===== src/rtl/masked_and_dom.sv =====
// ============================================================================
//  Module   : masked_and_dom
//  Brief    : W-lane, D-share domain-oriented masked AND with an enable/done
//             handshake; cross-domain products refreshed by per-lane randomness.
//  Revision : 1.0  initial release
// ============================================================================
`default_nettype none

module masked_and_dom #(
    parameter  int D = 2,
    parameter  int W = 1,
    localparam int R = D * (D - 1) / 2
) (
    input  logic           clk,
    input  logic           rst,
    input  logic           AndEnable,
    input  logic [D*W-1:0] ina,
    input  logic [D*W-1:0] inb,
    input  logic [R*W-1:0] rin,
    output logic [D*W-1:0] out,
    output logic           AndDone
);

    localparam int c_T    = D * D * W;
    localparam int c_ST_W = 2;

    typedef enum logic [c_ST_W-1:0] {
        ST_IDLE = 2'd0,
        ST_MULT = 2'd1,
        ST_COMP = 2'd2,
        ST_DONE = 2'd3
    } state_t;

    state_t           r_state_q, w_state_d;
    logic [D*W-1:0]   r_a_q, w_a_d;
    logic [D*W-1:0]   r_b_q, w_b_d;
    logic [R*W-1:0]   r_r_q, w_r_d;
    logic [c_T-1:0]   r_t_q, w_t_d;
    logic [D*W-1:0]   r_out_q, w_out_d;
    logic             r_done_q, w_done_d;

    logic [c_T-1:0]   w_term;
    logic [D*W-1:0]   w_comp;

    // Term for lane l, domain pair (i,j) lives at w_term[(l*D+i)*D+j]
    for (genvar l = 0; l < W; l++) begin : g_lane
        for (genvar i = 0; i < D; i++) begin : g_row
            for (genvar j = 0; j < D; j++) begin : g_col
                if (i == j) begin : g_diag
                    assign w_term[(l*D+i)*D+j] = r_a_q[i*W+l] & r_b_q[j*W+l];
                end else begin : g_cross
                    localparam int c_LO = (i < j) ? i : j;
                    localparam int c_HI = (i < j) ? j : i;
                    localparam int c_K  = c_LO*D - c_LO*(c_LO+1)/2 + (c_HI-c_LO-1);
                    assign w_term[(l*D+i)*D+j] = (r_a_q[i*W+l] & r_b_q[j*W+l])
                                               ^ r_r_q[l*R+c_K];
                end
            end
        end
    end

    // Compression reads only registered terms, so no path from ina/inb to out
    always_comb begin
        w_comp = '0;
        for (int l = 0; l < W; l++) begin
            for (int i = 0; i < D; i++) begin
                for (int j = 0; j < D; j++) begin
                    w_comp[i*W+l] = w_comp[i*W+l] ^ r_t_q[(l*D+i)*D+j];
                end
            end
        end
    end

    always_comb begin
        w_state_d = r_state_q;
        w_a_d     = r_a_q;
        w_b_d     = r_b_q;
        w_r_d     = r_r_q;
        w_t_d     = r_t_q;
        w_out_d   = r_out_q;
        w_done_d  = r_done_q;
        case (r_state_q)
            ST_IDLE: begin
                w_done_d = 1'b0;
                if (AndEnable) begin
                    w_a_d     = ina;
                    w_b_d     = inb;
                    w_r_d     = rin;
                    w_state_d = ST_MULT;
                end
            end
            ST_MULT: begin
                if (!AndEnable) begin
                    w_state_d = ST_IDLE;
                end else begin
                    w_t_d     = w_term;
                    w_state_d = ST_COMP;
                end
            end
            ST_COMP: begin
                if (!AndEnable) begin
                    w_state_d = ST_IDLE;
                end else begin
                    w_out_d   = w_comp;
                    w_done_d  = 1'b1;
                    w_state_d = ST_DONE;
                end
            end
            ST_DONE: begin
                if (!AndEnable) begin
                    w_done_d  = 1'b0;
                    w_state_d = ST_IDLE;
                end
            end
            default: begin
                w_done_d  = 1'b0;
                w_state_d = ST_IDLE;
            end
        endcase
    end

    always_ff @(posedge clk) begin
        if (rst) begin
            r_state_q <= ST_IDLE;
            r_a_q     <= '0;
            r_b_q     <= '0;
            r_r_q     <= '0;
            r_t_q     <= '0;
            r_out_q   <= '0;
            r_done_q  <= 1'b0;
        end else begin
            r_state_q <= w_state_d;
            r_a_q     <= w_a_d;
            r_b_q     <= w_b_d;
            r_r_q     <= w_r_d;
            r_t_q     <= w_t_d;
            r_out_q   <= w_out_d;
            r_done_q  <= w_done_d;
        end
    end

    assign out     = r_out_q;
    assign AndDone = r_done_q;

endmodule

`default_nettype wire


===== config.mk =====
export PLATFORM = sky130hd
export DESIGN_NAME = masked_and_dom
export DESIGN_NICKNAME = d
export VERILOG_FILES = /design/src/rtl/masked_and_dom.sv
export SDC_FILE = /design/constraint.sdc
export NUM_CORES = 1
export LEC_CHECK = 0
export CORE_AREA = 3 3 40 42
export CTS_CLUSTER_DIAMETER = 200
export DETAILED_ROUTE_END_ITERATION = 16
export DIE_AREA = 0 0 43 45
export PLACE_DENSITY = 0.87
export SKIP_LAST_GASP = 1
export SYNTH_ARGS = -nofsm -noshare
export SYNTH_HDL_FRONTEND = slang
export SYNTH_SLANG_ARGS = --single-unit

===== constraint.sdc =====
create_clock -name clk -period 3.4 [get_ports clk]
set_input_delay 0.51 -clock clk [delete_from_list [all_inputs] [get_ports clk]]
set_output_delay 0.51 -clock clk [all_outputs]
set_load 0.01 [all_outputs]

# Yosys cells after proc, flatten, opt, wreduce, memory -nomap -nowiden
# Index checks and enable logic that the tools add are counted.
[classes] eq_ne=6 n_bitwise=8 reduce_logical=7 mux=8
[ops] cell="2-bit two-way mux" n=4
[ops] cell="2-bit case mux with 4 select lines" n=1
[ops] cell="2-bit AND reduction" n=4
[ops] cell="2-bit != test (second input constant)" n=3
[ops] cell="1-bit AND" n=4
[ops] cell="2-bit equality test (second input constant)" n=2
[ops] cell="1-bit bitwise XOR" n=4
[ops] cell="1-bit case mux with 3 select lines" n=1
[ops] cell="3-bit AND reduction" n=1
[ops] cell="3-bit nonzero test" n=1
[ops] cell="2-bit by 1-bit equality test with 1-bit output (second input constant)" n=1
[ops] cell="2-bit logical NOT" n=1
[ops] cell="1-bit two-way mux" n=2
[totals] out_inout_bits=3 word_cells=36 in_bits=8 ff_bits=14

# Longest topological paths before layout
# Gate-level depths: netlist (run 1).
[depth] depth_word=3 depth_mapped=6 mapped_depth_nobuf=5

# Least setup slack after synthesis (run 1)
# Ideal clock, no wire load.
[synth_path] path_type="register to register" startpoint="reg r_state_q[0]" endpoint="reg r_state_q[1]" period_less_slack_ns=1.218 setup_ns=0.122 stages_incl_launch_ff=7 arrival_time_ns=1.095 n_path_buf=1 required_time_ns=3.278 path_slack_ns=2.182 path_cell_list="dfxtp_1 -> inv_1 -> ha_1 -> buf_2 -> mux2_2 -> nand2_1 -> a21oi_1"
[synth_via] elab_chain_len=3 elab_cells_between_ends=8
[synth_rtl] item="start, declared" line_no="34" text="state_t r_state_q, w_state_d;"
[synth_rtl] item="start signal, assigned" line_no="132" text="r_state_q <= w_state_d;"
[synth_rtl] item="2-bit equality test or 2-bit logical NOT (tied branches)" line_no="82" text="case (r_state_q)"
[synth_rtl] item="2-bit != test (no source line)"
[synth_rtl] item="2-bit AND reduction (no source line)"
# Parallel ways exist; a longest one is shown, timed or not.
# A chain may end at the register's enable or synchronous reset.

# Worst setup path after layout (run 1)
[layout_path] startpoint="in AndEnable" endpoint="reg r_state_q[1]"
[layout_via] elab_chain_len=2 elab_cells_between_ends=6
[layout_rtl] item="start, declared" line_no="16" text="input logic AndEnable,"
[layout_rtl] item="2-bit two-way mux (tied with other cells)" line_no="101" text="if (!AndEnable) begin"
[layout_rtl] item="2-bit case mux with 4 select lines or 2-bit AND reduction (tied branches)"
# Parallel ways exist; a longest one is shown, timed or not.

==> results of run 1 <==
[path summary, 6_finish.rpt]
check | from | endpoint | slack [ns] | cells after the start
max | AndEnable | r_state_q[1] | 1.59 | 4
min | r_t_q[0] | r_t_q[0] | 0.47 | 2
max reg2reg | r_state_q[0] | r_state_q[1] | 2.07 | 5
min reg2reg | r_t_q[0] | r_t_q[0] | 0.47 | 2
[cell families after synthesis]
| group | count (synthesis) |
|---|---|
| fa+ha+maj | 4 |
| simple gates | 22 |
| flops | 14 |
| buf+inv | 8 |
| xor+xnor | 4 |
| compound gates | 22 |
| mux | 1 |
[sequential cells by signal (all words and copies together), names as in the netlist]
signal     count
r_state_q      2
r_t_q          4
r_a_q          2
AndDone        1
r_r_q          1
out            2
r_b_q          2
[final cells by class]
cell class,instances,area share
sequential,14,0.370
timing repair buffer,10,0.132
tap,15,0.0248
inverter,3,0.0149
clock buffer,3,0.0297
multi-input combinational,53,0.429
[per-layer routing]
layer	track usage	vias up	part of all wire
met5	0	-	0
met1	0.187	246	0.49
li1	-	279	-
met4	0.0723	0	0.013
met2	0.204	21	0.44
met3	0.0478	2	0.062
[report_power, final]
| part | leakage (nW) | switching, W | total, W | internal (W) |
|---|---|---|---|---|
| registers | 0.114 | 0.00000610 | 0.000177 | 0.000171 |
| clock network | 0.0138 | 0.0000513 | 0.0000923 | 0.0000410 |
| logic | 0.144 | 0.0000219 | 0.0000416 | 0.0000197 |
| total | 0.272 | 0.0000794 | 0.000311 | 0.000232 |
[layout by cell type (no fill, tap or decap), types with 2 or more instances in the layout]
cell type | netlist | routed
a21oi_1 | 13 | 13
a311oi_1 | 4 | 4
clkbuf_4 | 0 | 3
clkdlybuf4s50_1 | 0 | 10
dfxtp_1 | 14 | 14
ha_1 | 4 | 4
inv_1 | 3 | 3
nand2_1 | 13 | 13
nand3_1 | 5 | 5
nand4_1 | 2 | 2
o21ai_0 | 2 | 2
xnor2_1 | 2 | 2
xor2_1 | 2 | 2
[cells in the mapped netlist, types with 2 or more instances]
library cell and n:
inv_1 3, ha_1 4, nand3_1 5, a311oi_1 4
nand2_1 13, nand4_1 2, o21ai_0 2, xor2_1 2
buf_2 3, dfxtp_1 14, xnor2_1 2, a21oi_1 13
[worst max-delay path, cell delays in order]
cell             delay (ns)
clkdlybuf4s50_1        0.90
mux2_2                 0.41
nand2_1                0.06
a21oi_1                0.07
[per-stage QoR]
stage          setup slack, ns  total power (W)  cells
6_report                  1.59         0.000311     98
5_1_grt                   1.53         0.000331     98
4_1_cts                   1.61         0.000314     98
3_5_place_dp              1.32         0.000222     95
3_3_place_gp              1.35         0.000221     95
2_1_floorplan             2.18         0.000211     75
==> summary.md, run 1 <==
| Metric | Value |
|---|---|
| Status | complete, no violations |
| Post-Syn Instances | 75 |
| Startpoint Class | primary input |
| Worst EP arrival | 1.95 ns |
| Ys async rst share | 0 |
| Final slew viol count | 0 |
| Min-Delay Path Class | reg2reg |
| Worst slew margin | 0.546 |
| Iter 0 DRT Violations | 15 |
| Complex-gate fraction of the synthesized area | 0.200 |
| Max Cap Violations | 0 |
| Die Area | 1940 um^2 |
| Die height | 45 um |
| Critical Path End Type | flop |
| Fill cells | 118 |
| Critical path required time | 3.54 ns |
| Leak | 0.272 nW |
| Chip width | 43 um |
| WHS | 0.472 ns |
| H-tree Lvls | 1 |
| Slew @ Worst Pin | 0.679 ns |
| Antenna-violating nets left | 0 |
| Hold buffer count at cts | 0 |
| CTS clk-pin slew, worst paths | 0.08 ns |
| Final setup violation count | 0 |
| Initial antenna violation count | 0 |
| PostCTS Resize Cnt | 0 |
| Synthesized area per cell | 8.84 um^2 |
| Synthesized-area fraction occupied by and/or/nand/nor cells | 0.145 |
| Skew final | 0.000878 ns |
| Setup TNS | 0 ns |
| GR Overflow Total | 0 |
| Cell taking the most area after synthesis | dfxtp_1 |
| Cell area after synthesis | 663 um^2 |
| Register area | 280 um^2 |
| Area fraction of the dominant cell type after synthesis | 0.423 |
| Final WL | 1220 um |
| Core area | 1280 um^2 |
| Final Cycle Share | 0.533 |
| Crit-path max FO | 21 |
| IO Count | 11 |
| Synth cell types | 20 |
| Post-CTS setup repair buffer count | 0 |
| Vias in the first global route | 473 |
| Global router's overall resource usage | 0.141 |
| #FFs+latches synth | 14 |
| Largest net degree at the start of global routing | 22 |
| Vias | 548 |
| First-pass GRT wire length | 2040 um |
| Skew-Pair Late Insertion Delay | 0.27 ns |
| RSZ-0062 raised after global routing | no |
| Hpwl dp | 833 um |
| Number of remaining DRC errors | 0 |
| Vias per std cell | 5.59 |
| Kind of critical path | in2reg |
| Placed cell area | 736 um^2 |
| CTS max path bufs | 2 |
| Synth area leaders | dfxtp_1 42%, a21oi_1 9.8%, ha_1 7.5%, nand2_1 7.4%, a311oi_1 5.3% |
| Post-synth EDFFs | 0 |
| Layout cell share with drive strength beyond 1 | 0.0482 |
| # nets final | 97 |
| TritonRoute pass-1 iters | 4 |
| Cts bufs inserted | 3 |
| # diodes | 0 |
| CTS tree | done |
| Root Buffer | clkbuf_4 |
| Mux share of post-synthesis cell area | 0.0170 |
| # port buffers | 10 |
| Ys flop type | dfxtp_1 |
| Fin crit period | 1.81 ns |
| Peak supply drop | 255 uV |
| Sequential area share after synthesis | 0.423 |
| Row Count | 13 |
| Initial core utilization | 0.516 |
| Final Util | 0.590 |
| Wire per inst | 12.4 um |
| GP Congestion | 0.812 |
| XOR/XNOR Fraction of Synth Area | 0.0528 |
| Layout area overhead | 14.3% |
| Final instance area | 758 um^2 |
| Synth Warn # | 0 |
| Clk sinks | 14 |
| Post-Synth Adder-Cell Area | 0.0755 |
| Synth Net Count | 87 |
| Power per cell area | 410 nW/um^2 |
| Area taken by multi-input logic gates | 325 um^2 |
| Hold Vio Cnt, Final | 0 |
| F_max | 552 MHz |
| Dominant combinational cell family by area after synthesis | compound AO/OA/AOI/OAI gates |
Power figures use the tool's default switching activity.
==> inputs of run 2 (changes only) <==
--- a/config.mk
+++ b/config.mk
@@ -5,11 +5,11 @@
 export SDC_FILE = /design/constraint.sdc
 export NUM_CORES = 1
 export LEC_CHECK = 0
-export CORE_AREA = 3 3 40 42
+export CORE_MARGIN = 3
+export CORE_UTILIZATION = 49
 export CTS_CLUSTER_DIAMETER = 200
 export DETAILED_ROUTE_END_ITERATION = 16
-export DIE_AREA = 0 0 43 45
-export PLACE_DENSITY = 0.87
+export PLACE_DENSITY = 0.86
 export SKIP_LAST_GASP = 1
 export SYNTH_ARGS = -nofsm -noshare
 export SYNTH_HDL_FRONTEND = slang
==> constraint.sdc (replaced) <==
create_clock -name clk -period 1.8 [get_ports clk]
set_input_delay 0.27 -clock clk [delete_from_list [all_inputs] [get_ports clk]]
set_output_delay 0.27 -clock clk [all_outputs]
set_load 0.01 [all_outputs]
==> run 2 against run 1 <==
  * Critical path depth fell by 3
  * Via count fell by 3.8%
  * Total power rose by 89%
  * Wire length fell by 5.8%
  * Sequential share of layout area fell by 0.30 points
  * Worst setup slack got worse by 1.2 ns
  * Sequential power rose by 89%
  * Clock-buffer cell count did not move
  * Clock skew rose by 0.0015 ns
  * Utilization rose by 5.4 points
  * Design area rose by 0.83%
==> summary.md, run 2 (synthesis results as in run 1) <==
| Metric | Value |
|---|---|
| Crit-path max FO | 3 (-86%) |
| Vias | 527 (-3.8%) |
| Core area | 1190 um^2 (-7.7%) |
| Vias per std cell | 5.38 (-3.8%) |
| Final setup violation count | 0 (unchanged) |
| Setup TNS | 0 ns (unchanged) |
| Startpoint Class | flop |
| Max reg flops | 4 (unchanged) |
| Layout cell share with drive strength beyond 1 | 0.0595 (+0.0113) |
| Initial core utilization | 0.559 (+0.0430) |
| Number of remaining DRC errors | 0 (unchanged) |
| IO Count | 11 (unchanged) |
| TritonRoute pass-1 iters | 4 (unchanged) |
| Power per cell area | 769 nW/um^2 (+87%) |
| Placed cell area | 742 um^2 (+0.85%) |
| Skew final | 0.00239 ns (+0.00151 ns) |
| Final instance area | 764 um^2 (+0.83%) |
| Layout area overhead | 15.3% |
| Min-Delay Path Class | reg2reg |
| GR Overflow Total | 0 (unchanged) |
| Slew @ Worst Pin | 0.488 ns (-0.191 ns) |
| Global router's overall resource usage | 0.145 (+0.00365) |
| WP buf/inv | 1 (unchanged) |
| GP Congestion | 0.776 (-4.5%) |
| Initial antenna violation count | 0 (unchanged) |
| Iter 0 DRT Violations | 13 (-2) |
| # nets final | 98 (+1.0%) |
| Die height | 42.8 um (-4.9%) |
| Worst EP arrival | 1.17 ns (-0.78 ns) |
| Vias in the first global route | 463 (-2.1%) |
| CTS tree | done |
| Chip width | 42.8 um (-0.50%) |
| # diodes | 0 (unchanged) |
| RSZ-0062 raised after global routing | no |
| Kind of critical path | reg2out |
| Critical path's slowest cell | clkdlybuf4s50_1 |
| Critical path required time | 1.53 ns (-2.01 ns) |
| Final WL | 1150 um (-5.8%) |
| CTS clk-pin slew, worst paths | 0.08 ns (about the same) |
| Leak | 0.277 nW (+1.8%) |
| Critical path's top delay family | buffers and inverters |
| First-pass GRT wire length | 1990 um (-2.4%) |
| Post-CTS setup repair buffer count | 0 (unchanged) |
| Row Count | 12 (-1) |
| Max Cap Violations | 0 (unchanged) |
| F_max | 696 MHz |
| Hpwl dp | 826 um (-0.82%) |
| Worst-path cell chain | clkdlybuf4s50_1 |
| Hold buffer count at cts | 0 (unchanged) |
| Peak supply drop | 563 uV (+120%) |
| Status | complete, no violations |
| Final slew viol count | 0 (unchanged) |
| Hold Vio Cnt, Final | 0 (unchanged) |
| Max stage delay on crit path | 0.54 ns (-0.36 ns) |
| PostCTS Resize Cnt | 0 (unchanged) |
| # port buffers | 10 (unchanged) |
| Clk sinks | 14 (unchanged) |
| Cell Count Post-Placement | 95 (unchanged) |
| Fin cells | 98 (unchanged) |
| Antenna-violating nets left | 0 (unchanged) |
| Largest net degree at the start of global routing | 18 (-18%) |
| Most flop-heavy register | r_t_q |
| Root Buffer | clkbuf_4 |
| Fill cells | 108 (-8.5%) |
| Die Area | 1830 um^2 (-5.4%) |
| Critical Path End Type | output pin |
| H-tree Lvls | 1 (unchanged) |
| Wire per inst | 11.7 um (-5.8%) |
| Fin crit period | 1.44 ns |
| Worst slew margin | 0.673 (+0.127) |
| Final Cycle Share | 0.799 |
| Cts bufs inserted | 3 (unchanged) |
| Tot Pwr | 0.000588 W (+89%) |
| Skew-Pair Late Insertion Delay | 0.28 ns (about the same) |
| Most common cell after layout, fill and taps aside | dfxtp_1 |
| WHS | 0.465 ns (-0.00712 ns) |
| Highest-count cells in the layout ignoring fill and taps | 14 x dfxtp_1, 13 x nand2_1, 13 x a21oi_1 |
| CTS max path bufs | 2 (unchanged) |
==> run 2: cell count changes in the layout (fill, tap and decap cells not counted), sizes merged <==
cell | before | now
buf | 0 | 1
==> run 2: cell type report <==
cell class	instances	area [um^2]	area share
clock buffers	3	22.5	0.0295
inverters	3	11.3	0.0147
multi-input cells	53	325	0.426
flip-flops and latches	14	280	0.367
well taps	14	17.5	0.0229
repair buffers	11	108	0.141
==> run 2: per-stage QoR <==
stage / utilization / worst slack, ns
6_report: 0.645 / 0.362
5_1_grt: 0.645 / 0.285
3_3_place_gp: 0.626 / 0.343
4_1_cts: 0.645 / 0.345
3_5_place_dp: 0.626 / 0.304
2_1_floorplan: - / 0.582
==> run 2: where the power goes <==
group | total, W | switching (W) | internal, W | leakage, nW
logic | 0.0000812 | 0.0000422 | 0.0000390 | 0.149
registers | 0.000334 | 0.0000106 | 0.000323 | 0.114
clock network | 0.000173 | 0.0000956 | 0.0000776 | 0.0138
total | 0.000588 | 0.000148 | 0.000440 | 0.277
==> run 2: metal layers <==
metal	share of wire	vias to the layer above	global-route usage
met5	0	-	0
met4	0.020	0	0.0932
met3	0.058	3	0.0381
met2	0.41	18	0.207
met1	0.51	226	0.189
li1	-	280	-
==> run 2: final timing paths <==
path	from	slack, ns	to	cells after the start
max	AndDone	0.36	AndDone	1
min	r_t_q[0]	0.46	r_t_q[0]	2
max reg2reg	r_state_q[0]	0.49	r_state_q[1]	5
min reg2reg	r_t_q[0]	0.46	r_t_q[0]	2
